File: src/rtl/multicycle_ctrl.sv
// Multi-cycle control unit for the MIPS-subset core: sequences IF/ID/EX/MEM/WB,
// handles memory ready handshakes, branch/jump sequencing, illegal-op trapping and retire counting.
module multicycle_ctrl #(
    parameter int ALUOP_W   = 4,
    parameter int CNT_W     = 32,
    parameter bit BRANCH_EN = 1'b1
) (
    input  logic               clk,
    input  logic               rst,
    input  logic [5:0]         op,
    input  logic [5:0]         funct,
    input  logic               zero,
    input  logic               imem_ready,
    input  logic               dmem_ready,
    output logic [2:0]         state,
    output logic               imem_req,
    output logic               ir_write,
    output logic               pc_write,
    output logic [1:0]         pc_src,
    output logic               reg_write,
    output logic [ALUOP_W-1:0] aluop,
    output logic               s_num_write,
    output logic [1:0]         s_ext,
    output logic               s_b,
    output logic               s_data_write,
    output logic               mem_read,
    output logic               mem_write,
    output logic               illegal,
    output logic [CNT_W-1:0]   retired
);

    typedef enum logic [2:0] {
        S_IF   = 3'd0,
        S_ID   = 3'd1,
        S_EX   = 3'd2,
        S_MEM  = 3'd3,
        S_WB   = 3'd4,
        S_TRAP = 3'd7
    } state_t;

    typedef enum logic [2:0] {
        C_ALU, C_LW, C_SW, C_BEQ, C_BNE, C_JMP, C_ILL
    } class_t;

    localparam logic [1:0] EXTOP_ZEROEXTEND = 2'd0;
    localparam logic [1:0] EXTOP_SIGNEXTEND = 2'd1;

    localparam logic [1:0] PC_PLUS4  = 2'd0;
    localparam logic [1:0] PC_BRANCH = 2'd1;
    localparam logic [1:0] PC_JUMP   = 2'd2;

    // ALU codes follow the low bits of the matching SPECIAL funct (ADDU=0x21, SUBU=0x23, ...).
    localparam logic [ALUOP_W-1:0] ALU_ADDU = ALUOP_W'(4'h1);
    localparam logic [ALUOP_W-1:0] ALU_SUBU = ALUOP_W'(4'h3);
    localparam logic [ALUOP_W-1:0] ALU_AND  = ALUOP_W'(4'h4);
    localparam logic [ALUOP_W-1:0] ALU_OR   = ALUOP_W'(4'h5);
    localparam logic [ALUOP_W-1:0] ALU_LUI  = ALUOP_W'(4'hF);

    state_t              state_q;
    class_t              cls_q;

    class_t              dec_cls;
    logic [ALUOP_W-1:0]  dec_aluop;
    logic                dec_num_write;
    logic [1:0]          dec_ext;
    logic                dec_b;
    logic                dec_data_write;

    logic                unused_funct;
    assign unused_funct = ^funct;

    assign state = state_q;

    // NOTE: every signal gets a default before the case so no latch is inferred.
    always_comb begin
        dec_cls        = C_ILL;
        dec_aluop      = '0;
        dec_num_write  = 1'b0;
        dec_ext        = EXTOP_ZEROEXTEND;
        dec_b          = 1'b0;
        dec_data_write = 1'b0;
        unique case (op)
            6'h00: begin
                dec_cls       = C_ALU;
                dec_aluop     = funct[ALUOP_W-1:0];
                dec_num_write = 1'b1;
            end
            6'h08, 6'h09: begin
                dec_cls   = C_ALU;
                dec_aluop = ALU_ADDU;
                dec_ext   = EXTOP_SIGNEXTEND;
                dec_b     = 1'b1;
            end
            6'h0C: begin
                dec_cls   = C_ALU;
                dec_aluop = ALU_AND;
                dec_b     = 1'b1;
            end
            6'h0D: begin
                dec_cls   = C_ALU;
                dec_aluop = ALU_OR;
                dec_b     = 1'b1;
            end
            6'h0F: begin
                dec_cls   = C_ALU;
                dec_aluop = ALU_LUI;
                dec_b     = 1'b1;
            end
            6'h23, 6'h2B: begin
                dec_cls        = (op == 6'h23) ? C_LW : C_SW;
                dec_aluop      = ALU_ADDU;
                dec_ext        = EXTOP_SIGNEXTEND;
                dec_b          = 1'b1;
                dec_data_write = (op == 6'h23);
            end
            6'h04, 6'h05: begin
                if (BRANCH_EN) begin
                    dec_cls   = (op == 6'h04) ? C_BEQ : C_BNE;
                    dec_aluop = ALU_SUBU;
                    dec_ext   = EXTOP_SIGNEXTEND;
                end
            end
            6'h02: begin
                if (BRANCH_EN) dec_cls = C_JMP;
            end
            default: ;
        endcase
    end

    // NOTE: sequential state uses non-blocking assignments only.
    always_ff @(posedge clk or posedge rst) begin
        if (rst) begin
            state_q      <= S_IF;
            cls_q        <= C_ALU;
            aluop        <= '0;
            s_num_write  <= 1'b0;
            s_ext        <= EXTOP_ZEROEXTEND;
            s_b          <= 1'b0;
            s_data_write <= 1'b0;
            illegal      <= 1'b0;
            retired      <= '0;
        end else begin
            case (state_q)
                S_IF: begin
                    if (imem_ready) state_q <= S_ID;
                end
                S_ID: begin
                    if (dec_cls == C_ILL) begin
                        state_q <= S_TRAP;
                        illegal <= 1'b1;
                    end else begin
                        cls_q        <= dec_cls;
                        aluop        <= dec_aluop;
                        s_num_write  <= dec_num_write;
                        s_ext        <= dec_ext;
                        s_b          <= dec_b;
                        s_data_write <= dec_data_write;
                        if (dec_cls == C_JMP) begin
                            state_q <= S_IF;
                            retired <= retired + CNT_W'(1);
                        end else begin
                            state_q <= S_EX;
                        end
                    end
                end
                S_EX: begin
                    case (cls_q)
                        C_BEQ, C_BNE: begin
                            state_q <= S_IF;
                            retired <= retired + CNT_W'(1);
                        end
                        C_LW, C_SW: state_q <= S_MEM;
                        default:    state_q <= S_WB;
                    endcase
                end
                S_MEM: begin
                    if (dmem_ready) begin
                        if (cls_q == C_SW) begin
                            state_q <= S_IF;
                            retired <= retired + CNT_W'(1);
                        end else begin
                            state_q <= S_WB;
                        end
                    end
                end
                S_WB: begin
                    state_q <= S_IF;
                    retired <= retired + CNT_W'(1);
                end
                S_TRAP: state_q <= S_TRAP;
                default: state_q <= S_IF;
            endcase
        end
    end

    // Strobes are gated by rst so an abort drops them at once, not at the next edge.
    always_comb begin
        imem_req  = 1'b0;
        ir_write  = 1'b0;
        pc_write  = 1'b0;
        pc_src    = PC_PLUS4;
        reg_write = 1'b0;
        mem_read  = 1'b0;
        mem_write = 1'b0;
        if (!rst) begin
            case (state_q)
                S_IF: begin
                    imem_req = 1'b1;
                    ir_write = imem_ready;
                    pc_write = imem_ready;
                end
                S_ID: begin
                    if (dec_cls == C_JMP) begin
                        pc_write = 1'b1;
                        pc_src   = PC_JUMP;
                    end
                end
                S_EX: begin
                    if (cls_q == C_BEQ) begin
                        pc_write = zero;
                        pc_src   = PC_BRANCH;
                    end else if (cls_q == C_BNE) begin
                        pc_write = !zero;
                        pc_src   = PC_BRANCH;
                    end
                end
                S_MEM: begin
                    mem_read  = (cls_q == C_LW);
                    mem_write = (cls_q == C_SW);
                end
                S_WB: reg_write = 1'b1;
                default: ;
            endcase
        end
    end

endmodule
File: config.mk
export PLATFORM = sky130hd
export DESIGN_NAME = multicycle_ctrl
export DESIGN_NICKNAME = d
export VERILOG_FILES = /design/src/rtl/multicycle_ctrl.sv
export SDC_FILE = /design/constraint.sdc
export NUM_CORES = 1
export LEC_CHECK = 0
export ABC_AREA = 1
export CAP_MARGIN = 40
export CORE_MARGIN = 3
export CORE_UTILIZATION = 48
export CTS_CLUSTER_DIAMETER = 50
export DETAILED_ROUTE_END_ITERATION = 8
export PLACE_DENSITY = 0.74
export SLEW_MARGIN = 20
export SYNTH_ARGS = -nofsm -noshare
export SYNTH_HDL_FRONTEND = slang
export SYNTH_SLANG_ARGS = --single-unit
File: constraint.sdc
create_clock -name clk -period 2.1 [get_ports clk]
set_input_delay 0.315 -clock clk [delete_from_list [all_inputs] [get_ports clk]]
set_output_delay 0.315 -clock clk [all_outputs]
set_load 0.01 [all_outputs]
# After elaboration in Yosys (flattened, before gate mapping)
# Cells that the tools add are included.
[word_totals]
regBits = 48
in_bits = 17
out_inout_bits = 53
[op_classes]
n_addsub = 1
n_eq_ne = 27
n_mux = 41
bitwise_logic = 1
n_reduce_logical = 16
[ops]
columns = ["op", "count"]
rows = [
  ["$mux 32", 5],
  ["$pmux 32 s4", 1],
  ["$add 32x1->32 const B", 1],
  ["$eq 6x4->1 const B", 5],
  ["$pmux 4 s6", 1],
  ["$mux 1", 20],
  ["$eq 3x3->1 const B", 5],
  ["$mux 3", 5],
  ["$pmux 3 s5", 1],
  ["$eq 3x2->1 const B", 4],
  ["$eq 6x3->1 const B", 2],
  ["$eq 6x6->1 const B", 2],
  ["$pmux 3 s4", 1],
  ["$reduce_or 6->1", 2],
  ["$ne 2x2->1 const B", 5],
  ["$mux 2", 4],
  ["$reduce_or 2->1", 4],
  ["$reduce_or 7->1", 1],
  ["$eq 3x1->1 const B", 2],
  ["$eq 6x2->1 const B", 1],
  ["$logic_not 6->1", 1],
  ["$pmux 3 s2", 1],
  ["$reduce_and 2->1", 3],
  ["$reduce_and 6->1", 1],
  ["8 further kinds", 8],
]

# Longest topological paths before layout
[logic_depth]
word_depth = 7
ltp_mapped = 10
mapped_depth_nobuf = 10

# Worst setup path after synthesis
# OpenSTA, ideal clock, no wires.
[synth_timing]
path_kind = "input -> output"
start = "input rst"
end = "output mem_read"
arrival_time_ns = 1.717
required_time_ns = 1.785
path_slack_ns = 0.068
stages = 3
path_buffers = 0
cell_sequence = "inv_1 nand2_1 nor2_1"
[synth_between]
elab_chain_cells = 1
[synth_lines]
columns = ["element", "line", "text"]
rows = [
  ["start: declaration", "9", "input logic rst,"],
  ["$mux 1", "205", "if (!rst) begin"],
  ["end: declaration", "26", "output logic mem_read,"],
]
# Every way passes these cells.

# Final worst setup path
[layout_timing]
start = "register state_q[2], in the netlist state[2]"
end = "output mem_read"
[layout_between]
elab_chain_cells = 3
[layout_lines]
columns = ["element", "line", "text"]
rows = [
  ["start: declaration", "59", "state_t state_q;"],
  ["start signal: assignment", "133", "state_q <= S_IF;"],
  ["start signal: assignment", "145", "if (imem_ready) state_q <= S_ID;"],
  ["start signal: assignment", "149", "state_q <= S_TRAP;"],
  ["$eq 3x2->1", "206", "case (state_q)"],
  ["$mux 1", "206", ""],
  ["$mux 1", "205", ""],
]
# Every way passes these cells.

==> metrics.csv <==
stage;metric;value;unit
grt;met2 global-route usage;43.3;%
die;Core ar.;0.00613;mm²
synthesis;top cells by area, synth;dfrtp_1 37%, nand2_1 27%, nor2_1 8.8%;
die;io pins;70;
die;die area;0.00756;mm²
synthesis;top post-synthesis cells by count;230 x nand2_1, 74 x nor2_1, 47 x dfrtp_1, 29 x inv_1, 21 x nand3_1;
detailed_routing;DR DRC count;0;
synthesis;number of enable flip-flop cells after synthesis;0;
critical_path;RR Endpoint;retired[30]$_DFFE_PP0P_;
clocking;register clock-pin slew on the reported worst setup and hold paths;80;ps
synthesis;Avg Inst Size Synth;6.53;µm²
timing;Max Clock Freq;0.499;GHz
final_layout;area grow syn2layout;34.2;%
synthesis;Syn Nets;499;
detailed_routing;via count;3254;
detailed_routing;post-route ant nets;0;
critical_path;critical path type;flop to output port;
flow_run;Max Cap Violations;0;
grt;pin count of the biggest net entering global routing;38;
clocking;cts hold-fix bufs;0;
critical_path;CP arrival;1690;ps
min_path;Worst Hold End;illegal$_DFFE_PP0P_;
synthesis;post-synth top area share;37.4;%
critical_path;Critical R2R Launch;retired[0]$_DFFE_PP0P_;
place;pre-CTS setup slack;-308;ps
place;DPL Wire Length;6.39;mm
critical_path;r2r worst-path depth;10;
pwr;Max IR drop VDD;0.000823;V
timing;fin. max-slew vios;0;
grt;Most Crowded Layer GR;met2;
grt;Total Routing Usage GR;23.6;%
die;Initial Utilization;51.3;%
final_layout;fillcell total;537;
synthesis;synth unique cells;30;
grt;met1 Usage GRT;28.2;%
timing;Period minus WS final;2000;ps
detailed_routing;Vias/cell;4.93;
timing;Fin. Hold Viols;0;
synthesis;sequential area share after synthesis;37.4;%
clocking;CTS Buf Count;5;
clocking;htree depth;2;
final_layout;share of layout cells above drive strength 1;11.6;%
die;num rows;28;
synthesis;Syn Inst Count;481;
grt;GR Util met3;3.03;%
timing;fin worst setup slack;96.6;ps
pwr;PD cells;787;mW/mm²
status;status;complete, no violations;
grt;first-pass GRT wire length;14.3;mm
synthesis;top-count cell post-synth;nand2_1;
critical_path;required time worst endpoint;1780;ps
synthesis;ys async rst share;100;%
grt;initial antenna violation count;0;
detailed_routing;drt first pass iters;4;
grt;grt ovf;0;
timing;Clock Skew;9.36;ps
detailed_routing;DR WL/cell;12.6;µm
clocking;CTS tree;built;
clocking;# clock sinks;47;
clocking;CTS max path bufs;2;
timing;setup TNS;0;ps
timing;worst hold slack;479;ps
pwr;static leakage;2.09;nW
timing;Final Cycle Share;95.4;%
timing;Setup-failing EPs final;0;
critical_path;Worst setup SP type;flop;
die;Die Y;86.9;µm
critical_path;element type at the critical path end;output port;
min_path;WHS Path Cells;2;
die;die width;86.9;µm
detailed_routing;drt total wl;8.30;mm
min_path;Hold Crit Class;flop to flop;
place;port bufs;66;
detailed_routing;initial drt markers;141;
final_layout;Antenna diodes;0;
synthesis;Synth Register Bits;47;
critical_path;Reg2Reg Setup Slack;250;ps
synthesis;Ys Warns;0;
clocking;clk root buf;clkbuf_8;
place;Routability Congestion;0.913;
synthesis;synthesized cell area;0.00314;mm²
synthesis;leading area contributor after synthesis;dfrtp_1;
final_layout;Net count, final;602;
critical_path;Worst Path Max Fanout;5;
synthesis;ys flop type;dfrtp_1;
min_path;hold_sp;illegal$_DFFE_PP0P_;
grt;vias in the first global route;3210;
clocking;latest clock arrival within the worst-skew pair;300;ps
-- worst max-delay path, stage by stage, from the launching register on --
cell             delay [ps]
dfrtp_2                 470
nor2_2                  180
nand2_1                  90
nor2_1                  110
clkdlybuf4s50_1         550
-- worst max-delay path by stage --
stage / from / to / slack [ps]
global placement: op[1] / pc_src[1] / -250
floorplan: rst / mem_read / 70
finish: state[2]$_DFFE_PP0P_ / mem_read / 100
CTS: op[4] / pc_src[1] / -50
detailed placement: op[2] / pc_src[1] / -310
global route: state[1]$_DFFE_PP0P_ / imem_req / -4
-- cell usage in the layout (no fill, tap or decap) --
cell,instances
inv_2,3
buf_4,37
clkbuf_8,5
conb_1,1
o21ai_2,3
buf_12,1
nor2_1,71
clkdlybuf4s15_2,1
nand4_1,2
nand4_2,1
nor2_4,2
ha_1,1
dlygate4sd2_1,5
o21ai_1,1
clkdlybuf4s50_1,55
nand2_2,3
dfrtp_1,44
xnor2_1,7
nor4_1,1
inv_1,27
dlymetal6s2s_1,5
nor3b_4,1
mux2i_1,1
nand2_4,1
nand3_1,21
dfrtp_2,3
a21oi_1,4
clkinv_2,1
nand2_1,230
nand3b_1,16
xor2_1,9
o211ai_1,1
o21ai_0,10
clkbuf_1,2
nor2_2,6
nor3_1,3
-- routing by layer --
layer | up-vias | wire length, µm
met5 | - | 0
met4 | 0 | 162
met3 | 11 | 256
met2 | 51 | 4270
met1 | 1494 | 3610
li1 | 1698 | -
-- sequential cells by signal, indices dropped and copies added, names as in the netlist --
signal	flops
cls_q	3
s_ext	1
aluop	4
retired	32
s_b	1
illegal	1
state	3
s_data_write	1
s_num_write	1
-- area by class of cell --
class | count | area, µm² | share of cell area, %
sequential | 47 | 1180 | 28.0
clock inverter | 1 | 5.00 | 0.119
clock buffer | 7 | 76.3 | 1.81
multi-input combinational | 396 | 1790 | 42.3
inverter | 30 | 113 | 2.67
timing repair buffer | 104 | 966 | 22.9
tap | 75 | 93.8 | 2.22
-- per-stage QoR --
| step | power (W) | instances | utilization (%) | instance area [µm²] |
|---|---|---|---|---|
| floorplan | 0.00222 | 481 | - | 3140 |
| global placement | 0.00269 | 643 | 66.1 | 4050 |
| detailed placement | 0.00271 | 643 | 66.1 | 4050 |
| CTS | 0.00330 | 655 | 68.0 | 4170 |
| global route | 0.00356 | 660 | 68.8 | 4220 |
| finish | 0.00332 | 660 | 68.8 | 4220 |
-- power breakdown --
part / total, W / internal (W) / leakage [nW] / switching, W
clock network: 0.000553 / 0.000235 / 0.0422 / 0.000318
logic: 0.00160 / 0.000687 / 1.41 / 0.000915
registers: 0.00117 / 0.00103 / 0.635 / 0.000136
total: 0.00332 / 0.00195 / 2.09 / 0.00137
-- cells by family after synthesis --
logic type / synth area share [%]
AND/OR/NAND/NOR: 47.8
flip-flops: 37.4
XOR/XNOR: 4.46
multiplexers: 0.318
other: 0.119
adder cells (fa/ha/maj): 0.398
buffers and inverters: 6.01
AO/OA/AOI/OAI: 3.46
-- repair_timing --
| action | 4_1_cts | 5_1_grt |
|---|---|---|
| resized for setup | 14 | 6 |
| setup buffers | 4 | 5 |
| setup endpoints to repair | 6 | 5 |
| pin swaps | 0 | 3 |
(Power assumes the default switching activity.)
